--- src/rtl/cla_serial_add_ctrl_pkg.sv ---
// ---------------------------------------------------------------------------
// cla_pkg
//   Shared definitions for the nibble-serial add/subtract sequencer.
//   - NIBBLE_W    : width of the single lookahead slice (4 bits)
//   - cla_state_t : controller states IDLE / RUN / DONE
//   - cnt_width() : width of the nibble counter for a given nibble count
// ---------------------------------------------------------------------------
package cla_pkg;

  localparam int NIBBLE_W = 4;

  typedef enum logic [1:0] {
    IDLE = 2'd0,
    RUN  = 2'd1,
    DONE = 2'd2
  } cla_state_t;

  // Counter only needs to reach nibbles-1, so $clog2(nibbles) bits suffice.
  function automatic int cnt_width(input int nibbles);
    return $clog2(nibbles);
  endfunction

endpackage

--- src/rtl/cla_serial_add_ctrl_nibble_slice.sv ---
// ---------------------------------------------------------------------------
// cla_nibble_slice
//   Purely combinational 4-bit carry-lookahead slice.
//   Ports:
//     a, b  in  [3:0]  nibble operands
//     cin   in         carry into bit 0
//     sum   out [3:0]  nibble sum
//     c3    out        internal carry into bit 3 (used for signed overflow)
//     pg    out        group propagate (all four bits propagate)
//     gg    out        group generate (nibble generates a carry by itself)
//   The nibble carry-out is gg | (pg & cin); the consumer forms it from the
//   group terms so the same pair can feed a higher lookahead level.
// ---------------------------------------------------------------------------
module cla_nibble_slice
  import cla_pkg::*;
(
  input  logic [NIBBLE_W-1:0] a,
  input  logic [NIBBLE_W-1:0] b,
  input  logic                cin,
  output logic [NIBBLE_W-1:0] sum,
  output logic                c3,
  output logic                pg,
  output logic                gg
);

  logic [NIBBLE_W-1:0] g;
  logic [NIBBLE_W-1:0] p;
  logic                c1;
  logic                c2;

  genvar gi;
  generate
    for (gi = 0; gi < NIBBLE_W; gi++) begin : g_pg_bits
      assign g[gi] = a[gi] & b[gi];
      assign p[gi] = a[gi] ^ b[gi];
    end
  endgenerate

  // Flattened lookahead: every carry is a sum of products of g/p/cin.
  assign c1 = g[0] | (p[0] & cin);
  assign c2 = g[1] | (p[1] & g[0]) | (p[1] & p[0] & cin);
  assign c3 = g[2] | (p[2] & g[1]) | (p[2] & p[1] & g[0])
            | (p[2] & p[1] & p[0] & cin);

  assign pg = &p;
  assign gg = g[3] | (p[3] & g[2]) | (p[3] & p[2] & g[1])
            | (p[3] & p[2] & p[1] & g[0]);

  assign sum = p ^ {c3, c2, c1, cin};

endmodule

--- src/rtl/cla_serial_add_ctrl.sv ---
// ---------------------------------------------------------------------------
// cla_serial_add_ctrl
//   Nibble-serial add/subtract sequencer. One WIDTH-bit operation is accepted
//   over a valid/ready handshake and stepped through a single 4-bit lookahead
//   slice, LSB nibble first, with the carry registered between nibbles. The
//   result is returned over a valid/ready handshake NIBBLES edges later.
//
//   Ports:
//     clk, rst_n          clock, asynchronous active-low reset
//     in_valid/in_ready   operation handshake (in_ready only in IDLE)
//     a, b                operands, sampled on the accept edge
//     sub, cin            1 = A-B (cin ignored), 0 = A+B+cin
//     out_valid/out_ready result handshake
//     sum, cout, ovf      result, MSB carry-out (sub: 1 = no borrow), overflow
//     busy                high in RUN or DONE
//     zero, neg           (only with CLA_FLAGS_EN) sum == 0, sum sign bit
//
//   Optional feature macro: CLA_FLAGS_EN adds the zero/neg flag outputs.
// ---------------------------------------------------------------------------
module cla_serial_add_ctrl
  import cla_pkg::*;
#(
  parameter int WIDTH = 16
) (
  input  logic             clk,
  input  logic             rst_n,
  input  logic             in_valid,
  output logic             in_ready,
  input  logic [WIDTH-1:0] a,
  input  logic [WIDTH-1:0] b,
  input  logic             sub,
  input  logic             cin,
  output logic             out_valid,
  input  logic             out_ready,
  output logic [WIDTH-1:0] sum,
  output logic             cout,
  output logic             ovf,
`ifdef CLA_FLAGS_EN
  output logic             zero,
  output logic             neg,
`endif
  output logic             busy
);

  localparam int NIBBLES = WIDTH / NIBBLE_W;
  localparam int CNT_W   = cnt_width(NIBBLES);
  localparam logic [CNT_W-1:0] LAST_CNT = CNT_W'(NIBBLES - 1);

  cla_state_t state_reg;
  cla_state_t state_next;

  logic [WIDTH-1:0] a_reg;
  logic [WIDTH-1:0] b_reg;
  logic             carry_reg;
  logic [CNT_W-1:0] cnt_reg;
  logic [WIDTH-1:0] sum_reg;
  logic             cout_reg;
  logic             ovf_reg;

  logic             accept;
  logic             last_nibble;

  logic [NIBBLE_W-1:0] slice_sum;
  logic                slice_c3;
  logic                slice_pg;
  logic                slice_gg;
  logic                slice_cout;

  cla_nibble_slice u_slice (
    .a   (a_reg[NIBBLE_W-1:0]),
    .b   (b_reg[NIBBLE_W-1:0]),
    .cin (carry_reg),
    .sum (slice_sum),
    .c3  (slice_c3),
    .pg  (slice_pg),
    .gg  (slice_gg)
  );

  assign slice_cout = slice_gg | (slice_pg & carry_reg);

  // ---------------- FSM ----------------
  always_ff @(posedge clk or negedge rst_n) begin
    if (!rst_n) begin
      state_reg <= IDLE;
    end else begin
      state_reg <= state_next;
    end
  end

  always_comb begin
    state_next  = state_reg;
    in_ready    = 1'b0;
    out_valid   = 1'b0;
    accept      = 1'b0;
    last_nibble = 1'b0;
    case (state_reg)
      IDLE: begin
        in_ready = 1'b1;
        if (in_valid) begin
          accept     = 1'b1;
          state_next = RUN;
        end
      end
      RUN: begin
        if (cnt_reg == LAST_CNT) begin
          last_nibble = 1'b1;
          state_next  = DONE;
        end
      end
      DONE: begin
        out_valid = 1'b1;
        if (out_ready) begin
          state_next = IDLE;
        end
      end
      default: state_next = IDLE;
    endcase
  end

  assign busy = (state_reg != IDLE);

  // ---------------- datapath ----------------
  always_ff @(posedge clk or negedge rst_n) begin
    if (!rst_n) begin
      a_reg     <= '0;
      b_reg     <= '0;
      carry_reg <= 1'b0;
      cnt_reg   <= '0;
      sum_reg   <= '0;
      cout_reg  <= 1'b0;
      ovf_reg   <= 1'b0;
    end else if (accept) begin
      // Subtraction is A + ~B + 1: invert B here and force the carry-in.
      a_reg     <= a;
      b_reg     <= b ^ {WIDTH{sub}};
      carry_reg <= sub ? 1'b1 : cin;
      cnt_reg   <= '0;
    end else if (state_reg == RUN) begin
      a_reg     <= a_reg >> NIBBLE_W;
      b_reg     <= b_reg >> NIBBLE_W;
      carry_reg <= slice_cout;
      cnt_reg   <= cnt_reg + CNT_W'(1);
      // Shifting in from the top leaves nibble 0 at the bottom after the
      // final step.
      sum_reg   <= {slice_sum, sum_reg[WIDTH-1:NIBBLE_W]};
      if (last_nibble) begin
        cout_reg <= slice_cout;
        ovf_reg  <= slice_c3 ^ slice_cout;
      end
    end
  end

  assign sum  = sum_reg;
  assign cout = cout_reg;
  assign ovf  = ovf_reg;

`ifdef CLA_FLAGS_EN
  logic zero_acc_reg;
  logic zero_reg;
  logic neg_reg;

  // zero_acc_reg is a sticky "every nibble so far was zero" bit; combined
  // with the final nibble it gives sum == 0 without a full-width compare.
  always_ff @(posedge clk or negedge rst_n) begin
    if (!rst_n) begin
      zero_acc_reg <= 1'b0;
      zero_reg     <= 1'b0;
      neg_reg      <= 1'b0;
    end else if (accept) begin
      zero_acc_reg <= 1'b1;
    end else if (state_reg == RUN) begin
      zero_acc_reg <= zero_acc_reg & (slice_sum == '0);
      if (last_nibble) begin
        zero_reg <= zero_acc_reg & (slice_sum == '0);
        neg_reg  <= slice_sum[NIBBLE_W-1];
      end
    end
  end

  assign zero = zero_reg;
  assign neg  = neg_reg;
`endif

endmodule

--- config.mk ---
export PLATFORM = sky130hd
export DESIGN_NAME = cla_serial_add_ctrl
export DESIGN_NICKNAME = d
export VERILOG_FILES = /design/src/rtl/cla_serial_add_ctrl_pkg.sv /design/src/rtl/cla_serial_add_ctrl_nibble_slice.sv /design/src/rtl/cla_serial_add_ctrl.sv
export SDC_FILE = /design/constraint.sdc
export NUM_CORES = 1
export LEC_CHECK = 0
export ABC_CLOCK_PERIOD_IN_PS = 1800
export BUFFER_PORTS_ARGS = -buffer_cell sky130_fd_sc_hd__buf_2
export CAP_MARGIN = 20
export CORE_UTILIZATION = 48
export DETAILED_ROUTE_END_ITERATION = 12
export PLACE_DENSITY_LB_ADDON = 0.05
export SYNTH_ARGS = -nofsm -noshare
export SYNTH_HDL_FRONTEND = slang
export SYNTH_HIERARCHICAL = 1
export SYNTH_SLANG_ARGS = --single-unit
--- constraint.sdc ---
create_clock -name clk -period 1.8 [get_ports clk]
set_input_delay 0.18 -clock clk [delete_from_list [all_inputs] [get_ports clk]]
set_output_delay 0.18 -clock clk [all_outputs]
set_load 0.01 [all_outputs]
======== Yosys cells after proc, flatten, opt, wreduce, memory -nomap -nowiden ========
Cells that the tools add are included.
storage, ports and cells
  register bits after elaboration ......... 55
  bits of input ports ..................... 38
  output and inout bits ................... 21
  word-level logic and storage cells ...... 78
operators by class
  add/sub/neg operators ................... 1
  eq/ne operators ......................... 6
  multiplexer cells ....................... 19
  bitwise operators ....................... 37
  reductions and logical operators ........ 7
operators with widths
  kind                 number
  $mux 16              4
  $and 1x1->1          19
  $xor 16x16->16       1
  $mux 2               5
  $or 1x1->1           10
  $mux 1               9
  $ne 2x2->1 const B   3
  $pmux 2 s3           1
  $reduce_and 3->1     2
  $xor 1x1->1          5
  $eq 2x2->1 const B   2
  $reduce_and 4->1     1
  $reduce_bool 2->1    2
  $xor 4x4->4          1
  $add 2x1->2 const B  1
  $eq 2x1->1 const B   1
  $logic_not 2->1      1
  $reduce_and 2->1     1
  $not 1->1            1

======== Depth between registers and ports, before layout ========
Gate-level depths: netlist (run 1).
  depth after elaboration ................. 8
  gate-level depth with buffers ........... 7
  mapped depth without buffers ............ 7

======== Cells and area by module ========
The synthesis (run 1) kept the hierarchy.
modules (own cells, without submodules)
  module               times used  cells an instance  area an instance (um2)  seq. area each (um2)
  cla_serial_add_ctrl  1           249                2419.8                  1376.3
  cla_nibble_slice     1           23                 191.4                   0.0

======== Worst setup path after synthesis (run 1) ========
OpenSTA, ideal clock, no wires.
  path kind ............................... reg2reg
  start point ............................. register a_reg[2]
  end point ............................... register ovf_reg, in the netlist ovf
  library setup time ...................... 125 ps
  data arrival time ....................... 1591 ps
  data required time ...................... 1675 ps
  setup slack ............................. 84 ps
  stages on the path, launching flop included .. 8
  buffers on the path ..................... 0
  clock period less this slack ............ 1716 ps
  cells stage by stage .................... dfrtp_1 > ha_1 > a21oi_1 > and2_2 > o21bai_1 > a21oi_1 > xnor2_1 > mux2_2
between the ends
  word-level cells in the longest chain between the ends .. 7
  elaborated cells between the ends (all ways) .. 22
  those cells by class .................... bitwise: 21; reduce/logical: 1
RTL lines
  element                                     RTL line                                                                        source
  start, declared                             cla_serial_add_ctrl.sv:52                                                       logic [WIDTH-1:0] a_reg;
  start signal, assigned                      cla_serial_add_ctrl.sv:139                                                      a_reg <= a_reg >> NIBBLE_W;
  $and 1x1->1 or $xor 1x1->1 (tied branches)  cla_serial_add_ctrl_nibble_slice.sv:34, cla_serial_add_ctrl_nibble_slice.sv:35
  $and 1x1->1, on equally long branches       cla_serial_add_ctrl_nibble_slice.sv:46, cla_serial_add_ctrl_nibble_slice.sv:47
  $or 1x1->1 (tied with other cells)          cla_serial_add_ctrl_nibble_slice.sv:46                                          assign gg = g[3] | (p[3] & g[2]) | (p[3] & p[2] & g[1])
  $or 1x1->1 or $and 1x1->1 (tied branches)   cla_serial_add_ctrl_nibble_slice.sv:46, cla_serial_add_ctrl_nibble_slice.sv:47
  $or 1x1->1 *                                cla_serial_add_ctrl_nibble_slice.sv:47                                          | (p[3] & p[2] & p[1] & g[0]);
  named net slice_gg                          cla_serial_add_ctrl.sv:66                                                       logic slice_gg;
  $or 1x1->1 *                                cla_serial_add_ctrl.sv:79                                                       assign slice_cout = slice_gg | (slice_pg & carry_reg);
  $xor 1x1->1 *                               cla_serial_add_ctrl.sv:148                                                      ovf_reg <= slice_c3 ^ slice_cout;
  end signal, assigned                        cla_serial_add_ctrl.sv:148
  end, declared                               cla_serial_add_ctrl.sv:58                                                       logic ovf_reg;
The timed path passes the listed nets; every way through them passes the cells marked *.
A chain may end at the register's enable or synchronous reset.

======== Worst setup path after layout (run 1) ========
Ends and elaborated chain as after synthesis.

==> Implementation_results.wiki, run 1 <==
{| class="wikitable"
! Metric !! Value
|-
| Die H || ~76 µm
|-
| Startpoint of the most critical hold path || a[15]
|-
| Tightest Hold Check Type || in2reg
|-
| Core Region || ~0.0052 mm²
|-
| Core Rows || 26
|-
| Maximum clock skew at final layout || ~4.6 ps
|-
| Full die area || ~0.0057 mm²
|-
| Final hold violations || 0
|-
| Cell with the most instances after synthesis || nand2_1
|-
| WP data arrival || about 1900 ps
|-
| Global-route usage over all layers || 0.1973
|-
| Setup slack of the most critical reg-to-reg path || 120 ps
|-
| TritonCTS clock tree || done
|-
| Category of the most critical setup path || reg2reg
|-
| FMAX || between 500 and 600 MHz
|-
| Min-Delay Endpoint || a_reg[15]
|-
| DR vias || approximately 2000
|-
| Fill count || 470
|-
| Worst rel slew slack || 0.3503
|-
| Leading post-synthesis cells by cell area || dfrtp_1 (53%), nand2_1 (13%), xnor2_1 (5.4%)
|-
| Setup repair after global routing missed its margin || no
|-
| Post-Synthesis Mean Instance Area || 9.600 µm²
|-
| Max-Cap Viols || 0
|-
| Hold Path Depth || 3
|-
| Via count of the first global-routing pass || ~1800
|-
| Routed len/inst || approximately 13 µm
|-
| Count of placed standard cells including taps || slightly below 400
|-
| Setup Total Neg Slack || 0 ps
|-
| Num Clock Sinks || 55
|-
| Number of levels the H-tree was split into || 2
|-
| Leading register cell type out of synthesis || dfrtp_1
|-
| Tightest hold margin || between 60 and 70 ps
|-
| Gr ovfl total || 0
|-
| Least-Margin Pin Slew || just under 1000 ps
|-
| Commonest cells post-synth || nand2_1 (91), dfrtp_1 (55), xnor2_1 (16), nor2_1 (13), a22oi_1 (12)
|-
| CP required || ~2000 ps
|-
| Final critical delay including setup and external delays || 1684 ps
|-
| Max Transition Viols Final || 0
|-
| Number of enable flip-flop cells after synthesis || 0
|-
| Number of non-filler instances in the completed layout || about 400
|-
| Count of warnings emitted by yosys || 6
|-
| Router iterations before antenna repair || 4
|-
| Routability Congestion || approximately 0.77
|-
| Post-route fraction of the period consumed by the critical path || 0.9355
|-
| Chip width || around 76 µm
|-
| Post-synth design cell area || 0.002611 mm²
|-
| Library cells used by synthesis || 34
|-
| Final setup violating endpoints || 0
|-
| Flip-flop and latch area || between 0.001 and 0.0015 mm²
|-
| Antenna violations before repair || 0
|-
| Number of port buffers || 58
|-
| Number of nets in the layout || about 370
|-
| Fraction of post-synthesis cell area in the top cell type by area || 0.5271
|-
| Pwr per Cell Area || between 1500 and 2000 mW/mm²
|-
| Global-route wire length before repair || between 8000 and 9000 µm
|-
| # IOs || 59
|-
| Maximum net fanout on the critical path || 5
|-
| Final wirelength || roughly 5000 µm
|-
| Initial Utilization || 0.5048
|-
| Final ANT Viol Nets || 0
|-
| Number of cells on the worst reg-to-reg path || 7
|-
| Number of antenna diodes || 0
|-
| CTS Root Buffer Type || clkbuf_8
|-
| Pin count of the biggest net entering global routing || 29
|-
| End of the worst register-to-register path || ovf
|-
| Half-perimeter wire length after placement || about 3600 µm
|-
| Area growth syn-to-layout || 18.40%
|-
| Worst setup SP type || flop
|-
| Area after detailed placement || 0.002977 mm²
|-
| Utilization of the core after routing || 0.5977
|-
| CP max stage cell || dfrtp_1
|-
| Drt initial violations || ~130
|-
| Leak Pwr || ~1.6 nW
|-
| Critical path's largest stage delay || between 400 and 500 ps
|-
| Synthesis-stage register bit count || 55
|-
| Critical register-to-register path startpoint || a_reg[2]
|-
| Critical path, cell by cell || ha_4 > a21oi_2 > and2_2 > o21bai_1 > a21oi_1 > xnor2_1 > mux2_2
|-
| Area of the multi-input gates || 0.001141 mm²
|-
| Residual DRC count || 0
|-
| Run status || completed
|-
| Number of instances in the synthesized netlist || between 200 and 300
|-
| Sequential fraction of the synthesis area || 0.5271
|-
| Buffer levels on the longest clock path || 2
|-
| Cts bufs inserted || 5
|-
| Syn_nets || roughly 320
|-
| CTS clock-pin slew for the worst setup and hold paths || around 90 ps
|-
| Average vias per placed instance || approximately 5
|-
| VDD IR-drop max || 0.7771 mV
|-
| FFs w/ async S/R, synth || 1.000
|-
| Cell type contributing the most total cell area after synthesis || dfrtp_1
|-
| Skew-Pair Late Insertion Delay || approximately 300 ps
|-
| Proportion of layout cells with a drive suffix above 1 || 0.2584
|-
| Final non-filler cell area || roughly 0.0031 mm²
|-
| Kind of end point of the critical path || flop
|}
through the flow:
step	worst slack [ps]	total power [mW]
after detailed placement	23.18	4.499
after global routing	33.22	5.639
after global placement	65.79	4.435
after floorplan	84.42	3.777
after CTS	5.257	5.137
final	116.1	5.147
power by group:
group | total [mW] | switching [mW] | internal, mW
sequential | 2.10 | 0.354 | 1.75
combinational | 2.41 | 1.38 | 1.04
clock | 0.632 | 0.373 | 0.259
total | 5.15 | 2.10 | 3.04
logic make-up (layout without fill, tap and decap cells):
kind of cell / Yosys count / in the layout / share of synthesized area
buffers and inverters: 25 / 82 / 0.05127
flip-flops: 55 / 55 / 0.5271
AO/OA/AOI/OAI: 41 / 41 / 0.1140
AND/OR/NAND/NOR: 124 / 124 / 0.2017
multiplexers: 1 / 1 / 0.004312
adder cells (fa/ha/maj): 6 / 6 / 0.03162
XOR/XNOR: 20 / 20 / 0.06996
what timing repair did:
item / 4_1_cts / 5_1_grt
hold buffers: 1 / 0
buffers inserted: 0 / 0
resized for setup: 0 / 4
setup endpoints to repair: 0 / 3
hold endpoints to repair: 19 / 0
cells in the final DEF (no fill, tap or decap), types with 5 or more instances in the layout:
| master | instances |
|---|---|
| nand2_1 | 91 |
| buf_2 | 58 |
| dfrtp_1 | 55 |
| xnor2_1 | 16 |
| nor2_1 | 13 |
| a22oi_1 | 12 |
| nand3_1 | 10 |
| a221o_1 | 9 |
| inv_1 | 8 |
| buf_4 | 8 |
| clkbuf_8 | 5 |
worst max-delay path by stage:
stage	start	slack, ps	to
5_1_grt	a_reg[2]	30	ovf
2_1_floorplan	a_reg[2]	80	ovf
3_5_place_dp	a_reg[2]	20	ovf
6_report	a_reg[2]	120	ovf
3_3_place_gp	a_reg[2]	70	ovf
4_1_cts	a_reg[2]	5	ovf
worst max-delay path, delay by kind of cell, from the launching register on:
family / cells / cell delay (ps)
flip-flops: 1 / 420
adder cells (fa/ha/maj): 1 / 280
AO/OA/AOI/OAI: 3 / 390
XOR/XNOR: 1 / 80
AND/OR/NAND/NOR: 1 / 150
multiplexers: 1 / 250
per-layer routing:
| layer | global-route usage | wire, µm | share of wire |
|---|---|---|---|
| met5 | 0 | 0 | 0 |
| met4 | 0.06173 | 61 | 0.012 |
| met3 | 0.03571 | 209 | 0.041 |
| met2 | 0.3392 | 2392 | 0.47 |
| met1 | 0.2530 | 2457 | 0.48 |
layout make-up:
type,instances,share of cell area
clock inverter,1,0.002428
timing repair buffer,68,0.1230
inverter,8,0.009713
tap,70,0.02833
sequential,55,0.4452
multi-input combinational,192,0.3691
clock buffer,5,0.02226
Note: power is estimated with default switching activity, not from simulation.
==> inputs of run 2 (changes only) <==
--- a/config.mk
+++ b/config.mk
@@ -8,7 +8,9 @@
 export ABC_CLOCK_PERIOD_IN_PS = 1800
 export BUFFER_PORTS_ARGS = -buffer_cell sky130_fd_sc_hd__buf_2
 export CAP_MARGIN = 20
-export CORE_UTILIZATION = 48
+export CELL_PAD_IN_SITES_DETAIL_PLACEMENT = 1
+export CELL_PAD_IN_SITES_GLOBAL_PLACEMENT = 1
+export CORE_UTILIZATION = 37
 export DETAILED_ROUTE_END_ITERATION = 12
 export PLACE_DENSITY_LB_ADDON = 0.05
 export SYNTH_ARGS = -nofsm -noshare
==> Implementation_results.wiki, run 2 (same netlist as run 1, synthesis figures left out) <==
{| class="wikitable"
! Metric !! Value
|-
| Run status || completed
|-
| Pwr per Cell Area || about 1700 mW/mm²
|-
| Average vias per placed instance || 4.818
|-
| Num Clock Sinks || between 50 and 60
|-
| Core Rows || 30
|-
| Die H || roughly 86 µm
|-
| Proportion of layout cells with a drive suffix above 1 || 0.2681
|-
| Layer carrying the most global-route usage || met2
|-
| Met2 usage in global routing || 0.2951
|-
| CTS clock-pin slew for the worst setup and hold paths || approximately 100 ps
|-
| Residual DRC count || 0
|-
| WP data arrival || between 1500 and 2000 ps
|-
| Final wirelength || 5861 µm
|-
| Routed len/inst || between 10 and 15 µm
|-
| GR met3 Demand/Resource || 0.03561
|-
| Post-route fraction of the period consumed by the critical path || 0.9441
|-
| Router iterations before antenna repair || 4
|-
| Final setup violating endpoints || 0
|-
| Maximum net fanout on the critical path || 4
|-
| Max Transition Viols Final || 0
|-
| Via count of the first global-routing pass || about 2100
|-
| TritonCTS clock tree || done
|-
| Cts bufs inserted || 5
|-
| Number of cells on the worst reg-to-reg path || 7
|-
| Initial Utilization || 0.3843
|-
| Number of port buffers || between 50 and 60
|-
| Top cell family by delay on the critical path || flip-flops
|-
| Final hold violations || 0
|-
| End of the worst register-to-register path || ovf
|-
| Area growth syn-to-layout || 21.27%
|-
| Global-route wire length before repair || approximately 10000 µm
|-
| Global-route usage over all layers || 0.1740
|-
| Critical path, cell by cell || ha_4 > nand3_1 > and2_2 > o21bai_1 > a21oi_2 > xnor2_1 > mux2_2
|-
| Drt initial violations || 78
|-
| Min-Delay Endpoint || a_reg[13]
|-
| Skew-Pair Late Insertion Delay || about 310 ps
|-
| Buffering stage count on the worst path with inverters included || 0
|-
| Post-layout worst setup margin || 100.6 ps
|-
| Kind of end point of the critical path || flop
|-
| Routability Congestion || slightly below 0.8
|-
| Maximum clock skew at final layout || between 9 and 10 ps
|-
| Area after detailed placement || 0.003033 mm²
|-
| Critical register-to-register path startpoint || a_reg[2]
|-
| Category of the most critical setup path || reg2reg
|-
| Number of non-filler instances in the completed layout || around 430
|-
| Met1 global-route usage || 0.2286
|-
| # IOs || between 50 and 60
|-
| Half-perimeter wire length after placement || just over 4000 µm
|-
| Fill count || around 810
|-
| Final non-filler cell area || between 0.003 and 0.004 mm²
|-
| CP max stage cell || dfrtp_1
|-
| Gr ovfl total || 0
|-
| Number of antenna diodes || 0
|-
| Commonest cells after routing, fill and taps aside || nand2_1 (91), buf_2 (58), dfrtp_1 (55)
|-
| Worst setup SP type || flop
|-
| Leak Pwr || 1.631 nW
|-
| CP required || around 2000 ps
|-
| Most common cell after layout, fill and taps aside || nand2_1
|-
| Chip width || approximately 86 µm
|-
| Setup slack of the most critical reg-to-reg path || just over 100 ps
|-
| Full die area || approximately 0.0074 mm²
|-
| Count of placed standard cells including taps || 420
|-
| Tightest hold margin || 59.21 ps
|-
| Pin count of the biggest net entering global routing || 36
|-
| Antenna violations before repair || 0
|-
| Least-Margin Pin Slew || between 500 and 600 ps
|-
| Number of nets in the layout || ~380
|-
| Overall Power || roughly 5.4 mW
|-
| Buffer levels on the longest clock path || 2
|-
| Post-CTS setup-driven buffer insertion count || 0
|-
| Critical path's largest stage delay || approximately 430 ps
|-
| Max-Cap Viols || 0
|-
| Worst rel slew slack || 0.6321
|-
| FMAX || 588.4 MHz
|-
| DR vias || approximately 2100
|-
| Number of levels the H-tree was split into || 2
|-
| Pre-CTS setup slack || 27.07 ps
|-
| Hold Path Depth || 3
|-
| CTS Root Buffer Type || clkbuf_8
|-
| Startpoint of the most critical hold path || a[13]
|-
| Core Region || between 0.006 and 0.007 mm²
|-
| Tightest Hold Check Type || in2reg
|-
| VDD IR-drop max || 0.4563 mV
|-
| Final ANT Viol Nets || 0
|-
| Setup repair after global routing missed its margin || yes
|-
| Final critical delay including setup and external delays || between 1500 and 2000 ps
|}
run 2: cell types whose count changed in the layout (fill, tap and decap cells not counted):
cell,change
a21oi_1,-1
a21oi_2,+1
buf_12,+1
buf_4,+1
clkbuf_8,+1
clkinv_2,+1
clkinvlp_4,-1
run 2: metrics by stage:
stage / setup TNS [ps] / util
6_report: 0 / 0.4661
5_1_grt: -36.25 / 0.4661
4_1_cts: 0 / 0.4608
3_5_place_dp: 0 / 0.4464
3_3_place_gp: 0 / 0.4464
2_1_floorplan: 0 / -
run 2: what timing repair did:
| action | in CTS | in global routing |
|---|---|---|
| endpoints found under the hold margin | 20 | 0 |
| hold buffers | 1 | 0 |
| gates resized for setup | 0 | 6 |
| endpoints found under the setup margin | 0 | 5 |
run 2: tightest hold or removal path: cells and delay by family:
| family | cells | cell delay (ps) |
|---|---|---|
| buffers and inverters | 1 | 70 |
| AND/OR/NAND/NOR | 2 | 80 |
run 2: how the worst max path moves through the flow:
stage | endpoint | from | slack (ps) | depth (start not counted)
2_1_floorplan | ovf | a_reg[2] | 80 | 7
3_3_place_gp | ovf | a_reg[2] | 100 | 7
3_5_place_dp | ovf | a_reg[2] | 30 | 7
5_1_grt | ovf | a_reg[2] | -40 | 7
4_1_cts | ovf | a_reg[2] | 2 | 7
6_report | ovf | a_reg[2] | 100 | 7
run 2: final cells by class:
| class | count | area [µm²] | share of cell area |
|---|---|---|---|
| clock buffer | 6 | 82.58 | 0.02608 |
| clock inverter | 1 | 5.005 | 0.001580 |
| inverter | 8 | 30.03 | 0.009482 |
| multi-input combinational | 192 | 1145 | 0.3615 |
| sequential | 55 | 1376 | 0.4346 |
| tap | 96 | 120.1 | 0.03793 |
| timing repair buffer | 70 | 407.9 | 0.1288 |
run 2: where the power goes:
part / switching (mW) / total [mW] / internal [mW]
Combinational: 1.48 / 2.60 / 1.12
Sequential: 0.326 / 2.07 / 1.75
Clock: 0.384 / 0.687 / 0.303
run 2: metal layers:
metal / wire (µm) / part of all wire / vias up
met5: 0 / 0 / -
met4: 60 / 0.010 / 0
met3: 187 / 0.032 / 6
met2: 2894 / 0.49 / 37
met1: 2718 / 0.46 / 1004
li1: - / - / 1015
==> inputs of run 3 (changes only) <==
--- a/config.mk
+++ b/config.mk
@@ -10,9 +10,12 @@
 export CAP_MARGIN = 20
 export CELL_PAD_IN_SITES_DETAIL_PLACEMENT = 1
 export CELL_PAD_IN_SITES_GLOBAL_PLACEMENT = 1
+export CORE_ASPECT_RATIO = 2
 export CORE_UTILIZATION = 37
 export DETAILED_ROUTE_END_ITERATION = 12
+export GPL_TIMING_DRIVEN = 0
 export PLACE_DENSITY_LB_ADDON = 0.05
+export SKIP_CTS_REPAIR_TIMING = 1
 export SYNTH_ARGS = -nofsm -noshare
 export SYNTH_HDL_FRONTEND = slang
 export SYNTH_HIERARCHICAL = 1
==> Implementation_results.wiki, run 3 (same netlist as run 1, synthesis figures left out) <==
{| class="wikitable"
! Metric !! Value
|-
| Run status || completed
|-
| Half-perimeter wire length after placement || about 4600 µm
|-
| Final setup violating endpoints || 0
|-
| Final critical delay including setup and external delays || ~1800 ps
|-
| Router iterations before antenna repair || 4
|-
| Gr ovfl total || 0
|-
| Commonest cells after routing, fill and taps aside || nand2_1 (91), buf_2 (62), dfrtp_1 (54)
|-
| Routability Congestion || about 0.79
|-
| DR vias || between 2000 and 2500
|-
| Critical path's largest stage delay || roughly 430 ps
|-
| Top cell family by delay on the critical path || flip-flops
|-
| Max Transition Viols Final || 0
|-
| Least-Margin Pin Slew || approximately 650 ps
|-
| Drt initial violations || 84
|-
| Number of levels the H-tree was split into || 2
|-
| Routed len/inst || between 10 and 15 µm
|-
| Pwr per Cell Area || about 1800 mW/mm²
|-
| Proportion of layout cells with a drive suffix above 1 || 0.2783
|-
| VDD IR-drop max || 0.6709 mV
|-
| Number of antenna diodes || 0
|-
| Post-route fraction of the period consumed by the critical path || 0.9817
|-
| Area growth syn-to-layout || 26.83%
|-
| Maximum net fanout on the critical path || 5
|-
| Full die area || 0.007418 mm²
|-
| Average vias per placed instance || approximately 4.9
|-
| # IOs || 59
|-
| Buffer levels on the longest clock path || 2
|-
| Critical path, cell by cell || ha_4 > a21oi_4 > buf_4 > and3_4 > inv_1 > xnor2_1 > mux2_4
|-
| Routed length on met2 || ~3600 µm
|-
| Most common cell after layout, fill and taps aside || nand2_1
|-
| Tightest Hold Check Type || in2reg
|-
| Pre-CTS setup slack || -162.7 ps
|-
| Fill count || between 800 and 900
|-
| Residual DRC count || 0
|-
| Core Region || 0.006887 mm²
|-
| Antenna violations before repair || 0
|-
| Number of cells on the worst reg-to-reg path || 7
|-
| Leak Pwr || between 1.5 and 2 nW
|-
| CP max stage cell || dfrtp_1
|-
| Num Clock Sinks || 55
|-
| CTS clock-pin slew for the worst setup and hold paths || about 70 ps
|-
| Setup Total Neg Slack || 0 ps
|-
| Max-Cap Viols || 0
|-
| Via count of the first global-routing pass || around 2100
|-
| Hold Path Depth || 3
|-
| Chip width || between 60 and 70 µm
|-
| Number of port buffers || 57
|-
| Cts bufs inserted || 5
|-
| Worst setup SP type || flop
|-
| Met3 wirelength from detailed routing || ~160 µm
|-
| CP required || between 1500 and 2000 ps
|-
| Worst rel slew slack || 0.5641
|-
| Number of non-filler instances in the completed layout || ~440
|-
| Count of placed standard cells including taps || 420
|-
| WP data arrival || between 1500 and 2000 ps
|-
| Utilization of the core after routing || 0.4809
|-
| Overall Power || ~5.9 mW
|-
| Skew-Pair Late Insertion Delay || about 300 ps
|-
| Number of nets in the layout || 388
|-
| Highest layer used for signal routing || met4
|-
| Initial Utilization || 0.3792
|-
| Final ANT Viol Nets || 0
|-
| Post-layout worst setup margin || ~33 ps
|-
| Core Rows || 43
|-
| TritonCTS clock tree || done
|-
| Buffering stage count on the worst path with inverters included || 2
|-
| Maximum clock skew at final layout || ~5.0 ps
|-
| Global-route usage over all layers || 0.1880
|-
| Routed length on met1 || roughly 2600 µm
|-
| Global-route wire length before repair || about 10000 µm
|-
| Category of the most critical setup path || reg2reg
|-
| Die H || 120.8 µm
|-
| Final hold violations || 0
|-
| CTS Root Buffer Type || clkbuf_16
|-
| Cell count along the critical path || 7
|-
| Kind of end point of the critical path || flop
|-
| FMAX || between 500 and 600 MHz
|-
| Pin count of the biggest net entering global routing || 39
|-
| Final wirelength || roughly 6400 µm
|}
run 3: cell types whose count changed in the layout (fill, tap and decap cells not counted), sizes merged:
| cell | previous run | this run |
|---|---|---|
| clkinv | 1 | 0 |
| clkbuf | 6 | 15 |
| buf | 69 | 74 |
run 3: power by group:
group / internal [mW] / switching, mW / total, mW
combinational: 1.16 / 1.57 / 2.72
sequential: 1.75 / 0.351 / 2.10
clock: 0.594 / 0.434 / 1.03
total: 3.50 / 2.35 / 5.85
run 3: path summary, 6_finish.rpt:
check / start / end / slack (ps)
min reg2reg: sum[2] / sum[2] / 470
min: a[12] / a_reg[12] / 70
min in group asynchronous: rst_n / sum[5] / 350
max: b_reg[2] / ovf / 30
max in group asynchronous: rst_n / a_reg[7] / 890
max reg2reg: b_reg[2] / ovf / 30
run 3: worst register-to-register path: cells and delay by family (launching register included):
family	cells	cell delay (ps)
simple gates	1	200
buf+inv	2	170
flops	1	430
compound gates	1	170
mux	1	270
xor+xnor	1	110
fa+ha+maj	1	300
run 3: area by class of cell:
cell class / count / area (µm²) / share of cell area
Sequential cell: 55 / 1378 / 0.4159
Multi-Input combinational cell: 192 / 1170 / 0.3532
Buffer: 17 / 105.1 / 0.03173
Clock buffer: 8 / 156.4 / 0.04722
Tap cell: 90 / 112.6 / 0.03400
Inverter: 8 / 30.03 / 0.009067
Timing Repair Buffer: 65 / 360.3 / 0.1088
run 3: metal layers:
layer | vias up | GRT usage
li1 | 1043 | -
met1 | 1054 | 0.2033
met2 | 37 | 0.3390
met3 | 8 | 0.03102
met4 | 0 | 0.08333
met5 | - | 0
run 3: per-stage QoR:
step | area (µm²) | hold WS (ps)
floorplan | 2611 | -115.6
global placement | 3009 | 367.6
detailed placement | 3029 | 149.3
CTS | 3186 | -169.9
global route | 3312 | 86.81
finish | 3312 | 73.99
